[src/rtl/crc_stream_engine.sv]
`default_nettype none
// ============================================================================
//  Module      : crc_stream_engine
//  Description : Parametrised bit-serial CRC engine over valid/ready framed
//                word streams; one CRC result per frame. Optional macro
//                CRC_STREAM_CHECK_EN adds a registered compare against
//                crc_expected.
//  Revision    : 1.0 - initial release
// ============================================================================
module crc_stream_engine #(
    parameter int                CRC_W  = 8,
    parameter int                DATA_W = 8,
    parameter logic [CRC_W-1:0]  POLY   = 8'h31,
    parameter logic [CRC_W-1:0]  INIT   = 8'hFF,
    parameter logic [CRC_W-1:0]  XOROUT = 8'h00
) (
    input  logic              clk,
    input  logic              rst,
    input  logic              in_valid,
    output logic              in_ready,
    input  logic [DATA_W-1:0] in_data,
    input  logic              in_first,
    input  logic              in_last,
    output logic              out_valid,
    input  logic              out_ready,
    output logic [CRC_W-1:0]  crc_out,
    output logic              busy
`ifdef CRC_STREAM_CHECK_EN
    ,
    input  logic [CRC_W-1:0]  crc_expected,
    output logic              crc_match
`endif
);

    localparam int                 c_cnt_w    = (DATA_W > 1) ? $clog2(DATA_W + 1) : 1;
    localparam logic [c_cnt_w-1:0] c_last_cnt = c_cnt_w'(DATA_W - 1);
    localparam logic [c_cnt_w-1:0] c_cnt_one  = c_cnt_w'(1);

    typedef enum logic [1:0] {
        S_WAIT  = 2'd0,
        S_SHIFT = 2'd1,
        S_DONE  = 2'd2
    } state_t;

    state_t             r_state;
    logic [CRC_W-1:0]   r_crc;
    logic [c_cnt_w-1:0] r_count;
    logic               r_last;
    logic               r_out_valid;
    logic [CRC_W-1:0]   r_crc_out;

    logic [CRC_W-1:0]   w_base;
    logic [CRC_W-1:0]   w_word;
    logic [CRC_W-1:0]   w_shifted;
    logic               w_last_shift;
    logic               w_done_entry;
    logic               w_done_exit;

    // Word is aligned to the register MSB so it is consumed MSB first.
    assign w_base       = in_first ? INIT : r_crc;
    assign w_word       = CRC_W'(in_data) << (CRC_W - DATA_W);
    assign w_shifted    = {r_crc[CRC_W-2:0], 1'b0} ^ (r_crc[CRC_W-1] ? POLY : '0);
    assign w_last_shift = (r_state == S_SHIFT) && (r_count == c_last_cnt);
    assign w_done_entry = w_last_shift && r_last;
    assign w_done_exit  = (r_state == S_DONE) && out_ready;

    assign in_ready  = (r_state == S_WAIT);
    assign busy      = (r_state != S_WAIT);
    assign out_valid = r_out_valid;
    assign crc_out   = r_crc_out;

    always_ff @(posedge clk or negedge rst) begin
        if (!rst) begin
            r_state     <= S_WAIT;
            r_crc       <= INIT;
            r_count     <= '0;
            r_last      <= 1'b0;
            r_out_valid <= 1'b0;
            r_crc_out   <= '0;
        end else begin
            case (r_state)
                S_WAIT: begin
                    if (in_valid) begin
                        r_crc   <= w_base ^ w_word;
                        r_last  <= in_last;
                        r_count <= '0;
                        r_state <= S_SHIFT;
                    end
                end
                S_SHIFT: begin
                    r_crc   <= w_shifted;
                    r_count <= r_count + c_cnt_one;
                    if (w_last_shift) begin
                        if (r_last) begin
                            r_state     <= S_DONE;
                            r_out_valid <= 1'b1;
                            r_crc_out   <= w_shifted ^ XOROUT;
                        end else begin
                            r_state <= S_WAIT;
                        end
                    end
                end
                S_DONE: begin
                    // Result is held until consumed; input stays stalled meanwhile.
                    if (out_ready) begin
                        r_out_valid <= 1'b0;
                        r_state     <= S_WAIT;
                        r_crc       <= INIT;
                    end
                end
                default: begin
                    r_state     <= S_WAIT;
                    r_out_valid <= 1'b0;
                end
            endcase
        end
    end

`ifdef CRC_STREAM_CHECK_EN
    logic r_match;

    always_ff @(posedge clk or negedge rst) begin
        if (!rst) begin
            r_match <= 1'b0;
        end else if (w_done_entry) begin
            r_match <= ((w_shifted ^ XOROUT) == crc_expected);
        end else if (w_done_exit) begin
            r_match <= 1'b0;
        end
    end

    assign crc_match = r_match;
`else
    logic w_unused_exit;
    assign w_unused_exit = w_done_exit;
`endif

endmodule
`default_nettype wire
[config.mk]
export PLATFORM = sky130hd
export DESIGN_NAME = crc_stream_engine
export DESIGN_NICKNAME = d
export VERILOG_FILES = /design/src/rtl/crc_stream_engine.sv
export SDC_FILE = /design/constraint.sdc
export NUM_CORES = 1
export LEC_CHECK = 0
export BUFFER_PORTS_ARGS = -buffer_cell sky130_fd_sc_hd__buf_4
export CORE_MARGIN = 2
export CORE_UTILIZATION = 54
export DETAILED_ROUTE_END_ITERATION = 16
export GPL_TIMING_DRIVEN = 0
export PLACE_DENSITY = 0.87
export RECOVER_POWER = 25
export SYNTH_ARGS = -nofsm -noshare
export SYNTH_HDL_FRONTEND = slang
export SYNTH_SLANG_ARGS = --single-unit
[constraint.sdc]
create_clock -name clk -period 2 [get_ports clk]
set_input_delay 0.1 -clock clk [delete_from_list [all_inputs] [get_ports clk]]
set_output_delay 0.1 -clock clk [all_outputs]
set_load 0.02 [all_outputs]
==> results.txt <==
----------------------------------------------------
[Outcome]
  Result of the run ... finished clean

[Setup path]
  Total buffers and inverters traversed by the critical path ... 1
  Slack of the worst reg-to-reg path ... 0.17 ns
  Max incr delay on CP ... 0.45 ns
  Worst-case reg-to-reg path depth ... 6
  Startpoint-to-endpoint class of the critical path ... flop to flop
  Reg-to-reg critical path endpoint ... out_valid$_DFFE_PN0P_
  Ordered cell list for the critical path ... inv_1, ha_1, and2b_1, a21oi_1, and3_1, mux2_1
  Arrival time at the worst endpoint ... 2.04 ns
  Startpoint kind of the worst setup timing path ... flop
  Slowest cell on crit path ... sky130_fd_sc_hd__dfrtp_1
  Worst endpoint required time ... 2.21 ns
  Largest fanout of any net on the critical path ... 5
  Family with the most delay on the worst path ... flip-flops
  Worst R2R Start ... r_state[0]$_DFFE_PN0P_
  Critical path endpoint category ... flop

[Global routing]
  Total GRT Usage ... 21.4%
  Antenna violations before repair ... 0
  Vias in the first global route ... 1077
  Maximum number of pins on one net before global-route repair ... 25
  Total grt overflow ... 0
  Global-route wire length before repair ... 4530 µm

[Min path]
  Kind of path behind the tightest hold check ... input pin to flop
  WHS Endpoint ... r_last$_DFFE_PN0P_
  Hold Path Stages ... 2
  Launch instance of the worst min-delay path ... in_last

[Power]
  Net Sw Frac ... 40.6%
  Maximum vdd drop ... 0.975 mV
  PwrDens ... 1390 nW/µm²
  Leakage ... 0.788 nW
  Relative contribution of combinational cells to total power ... 50.9%
  Register share of total power ... 38.3%
  Internal power summed over all cells ... 1.41 mW
  Part of the total power dissipated in the clock network ... 10.8%
  Switching component of the power ... 0.966 mW

[Synthesis]
  Leading cell types by total area after synthesis ... sky130_fd_sc_hd__dfrtp_1 (29%), sky130_fd_sc_hd__dfstp_2 (15%), sky130_fd_sc_hd__mux2_2 (7.4%)
  Synth warn ... 0
  Area of the mapped netlist ... 1370 µm²
  Sequential fraction of the synthesis area ... 44.4%
  Post-synthesis area per instance ... 10.8 µm²
  Top cell type's share of synthesized area ... 29.1%
  Synth Flop Type ... sky130_fd_sc_hd__dfrtp_1
  Number of synthesized flops with an enable pin ... 0
  Post-synthesis cell type count ... 34
  Dominant cell by count in the synthesized netlist ... sky130_fd_sc_hd__dfrtp_1
  Post-synthesis cell count ... 127
  Async S/R FF share, synth ... 100%
  Synthesized netlist net count ... 147
  Yosys top cell by area ... sky130_fd_sc_hd__dfrtp_1
  Number of synthesized register bits ... 24
  Post-synth top cells ... sky130_fd_sc_hd__dfrtp_1 (16), sky130_fd_sc_hd__nor2_1 (13), sky130_fd_sc_hd__xor2_1 (10)

[Timing]
  Final hold slack ... 0.00985 ns
  Fin Clk Skew ... 0.00107 ns
  Min Tclk post-route ... 1.83 ns
  Peak Freq ... 0.546 GHz
  Count of final max-slew check failures ... 0
  Worst slew margin relative to its limit ... 15.6%
  Final setup fails ... 0
  Unrepaired setup endpoints after global routing ... no
  Actual transition at the worst max-transition pin ... 1.27 ns
  Setup slack of the critical path after layout ... 0.169 ns
  Share of the clock period used by the worst path ... 91.5%
  Number of endpoints with negative hold slack in the final report ... 0
  Setup tns final ... 0 ns

[Floorplanning]
  CORE AREA ... 2450 µm²
  Number of standard-cell rows in the floorplan ... 18
  Number of top-level pins ... 25
  Vertical extent of the die ... 54.4 µm
  X dimension of the die ... 54.4 µm
  Initial standard-cell utilization of the core ... 56.0%
  Die Area ... 2960 µm²

[Detailed routing]
  Iteration count of the initial detailed-routing pass ... 3
  Via count ... 1112
  Vias per cell ... 5.79
  Residual DRC ... 0
  Drt total wl ... 2920 µm
  Antenna-violating nets left ... 0
  Post-DR wirelength/cell ... 15.2 µm
  DRC marker count from the first detailed-route iteration ... 23

[Clock network]
  Total clock buffers created by CTS ... 3
  Clock tree from TritonCTS ... built
  Number of H-tree branching levels ... 1
  TritonCTS sink count ... 24
  Post-CTS setup repair buffer count ... 0
  Root Buffer ... sky130_fd_sc_hd__clkbuf_4
  Clock input transition at the sequential cells of the worst setup and hold paths ... 0.13 ns
  Maximum count of clock buffers along a single path ... 2
  Insertion delay of the later-clocked pin in the worst-skew pair ... 0.31 ns

[Placement]
  Placed instance count ... 180
  Estimated wirelength of the detail-placed design ... 2070 µm
  Final RePlAce weighted congestion ... 0.761
  Worst setup slack after placement ... 0.0754 ns
  # port buffers ... 23

[Layout]
  Final standard cell count with taps included and fillers excluded ... 192
  Area occupied by registers ... 611 µm²
  Area growth syn-to-layout ... 24.4%
  Diodes inserted ... 0
  Number of filler cells placed in the layout ... 194
  Area of the multi-input gates ... 738 µm²
  Layout cell share with drive strength beyond 1 ... 31.5%
  Post-layout net count ... 183

[Flow run]
  Max-capacitance violation count ... 0

----------------------------------------------------
==> final cells by class <==
type	count	area share (%)
repair buffers	31	14.6
flip-flops and latches	24	35.7
multi-input cells	94	43.2
clock buffers	4	2.12
well taps	30	2.20
plain buffers	5	1.32
inverters	4	0.878
==> what timing repair did <==
action,in CTS,in global routing
hold endpoints to repair,31,0
gates resized for setup,0,3
setup endpoints to repair,0,9
hold buffers,8,0
==> worst max-delay path by stage <==
stage,startpoint,endpoint,slack [ns],cells after the start
5_1_grt,r_state[0]$_DFFE_PN0P_,r_crc[4]$_DFFE_PN1P_,0.02,6
2_1_floorplan,r_state[1]$_DFFE_PN0P_,r_count[2]$_DFFE_PN0P_,0.25,6
6_report,r_state[0]$_DFFE_PN0P_,out_valid$_DFFE_PN0P_,0.17,6
4_1_cts,r_state[0]$_DFFE_PN0P_,r_crc[7]$_DFFE_PN1P_,0.05,6
3_3_place_gp,r_state[0]$_DFFE_PN0P_,r_crc[1]$_DFFE_PN1P_,0.15,5
3_5_place_dp,r_state[0]$_DFFE_PN0P_,r_crc[2]$_DFFE_PN1P_,0.08,6
==> cell families after synthesis <==
logic type | count (synthesis) | synth area share, %
and+or+nand+nor | 41 | 17.7
AOI/OAI and AO/OA | 26 | 14.4
DFF | 24 | 44.4
muxes | 11 | 9.02
xor gates and xnor gates | 10 | 6.37
buffers and inverters | 9 | 2.64
adders and majority gates | 6 | 5.46
==> per-stage QoR <==
step | total power [mW] | util, % | cell area (µm²)
6_report | 2.38 | 69.6 | 1710
5_1_grt | 2.55 | 69.6 | 1710
4_1_cts | 2.36 | 69.3 | 1700
3_5_place_dp | 2.10 | 64.5 | 1580
3_3_place_gp | 2.03 | 64.5 | 1580
2_1_floorplan | 1.73 | - | 1370
==> state kept, by name (all words and copies together) (netlist names) <==
register / flops
r_state: 2
r_count: 4
r_crc: 8
out_valid: 1
r_last: 1
crc_out: 8
==> power groups by stage <==
stage	Clock [mW]	Combinational, mW	Sequential (mW)
detailed placement	0	1.18	0.917
CTS	0.261	1.19	0.906
global route	0.282	1.33	0.943
finish	0.257	1.21	0.910
global placement	0	1.13	0.901
floorplan	0	0.779	0.952
==> worst reg2reg max path: stages, from the launching register on <==
cell                      delay, ns
sky130_fd_sc_hd__dfrtp_1       0.45
sky130_fd_sc_hd__inv_1         0.10
sky130_fd_sc_hd__ha_1          0.22
sky130_fd_sc_hd__and2b_1       0.24
sky130_fd_sc_hd__a21oi_1       0.22
sky130_fd_sc_hd__and3_1        0.20
sky130_fd_sc_hd__mux2_1        0.31
==> per-layer routing <==
layer	vias up	routed length, µm	track usage (%)
li1	534	-	-
met1	551	1280	26.0
met2	21	1520	38.8
met3	6	77	3.01
met4	0	35	6.67
met5	-	0	0
==> layout by cell type, fill, tap and decap left out, types with 6 or more instances in the layout <==
cell type,instances
sky130_fd_sc_hd__and2_1,7
sky130_fd_sc_hd__ha_1,6
sky130_fd_sc_hd__o32ai_1,7
sky130_fd_sc_hd__a311oi_1,7
sky130_fd_sc_hd__nor2_1,13
sky130_fd_sc_hd__xor2_1,10
sky130_fd_sc_hd__dfrtp_1,16
sky130_fd_sc_hd__dfstp_2,8
sky130_fd_sc_hd__mux2_2,9
sky130_fd_sc_hd__dlygate4sd3_1,8
sky130_fd_sc_hd__buf_4,22
No activity file was read; power rests on OpenSTA's default activity.
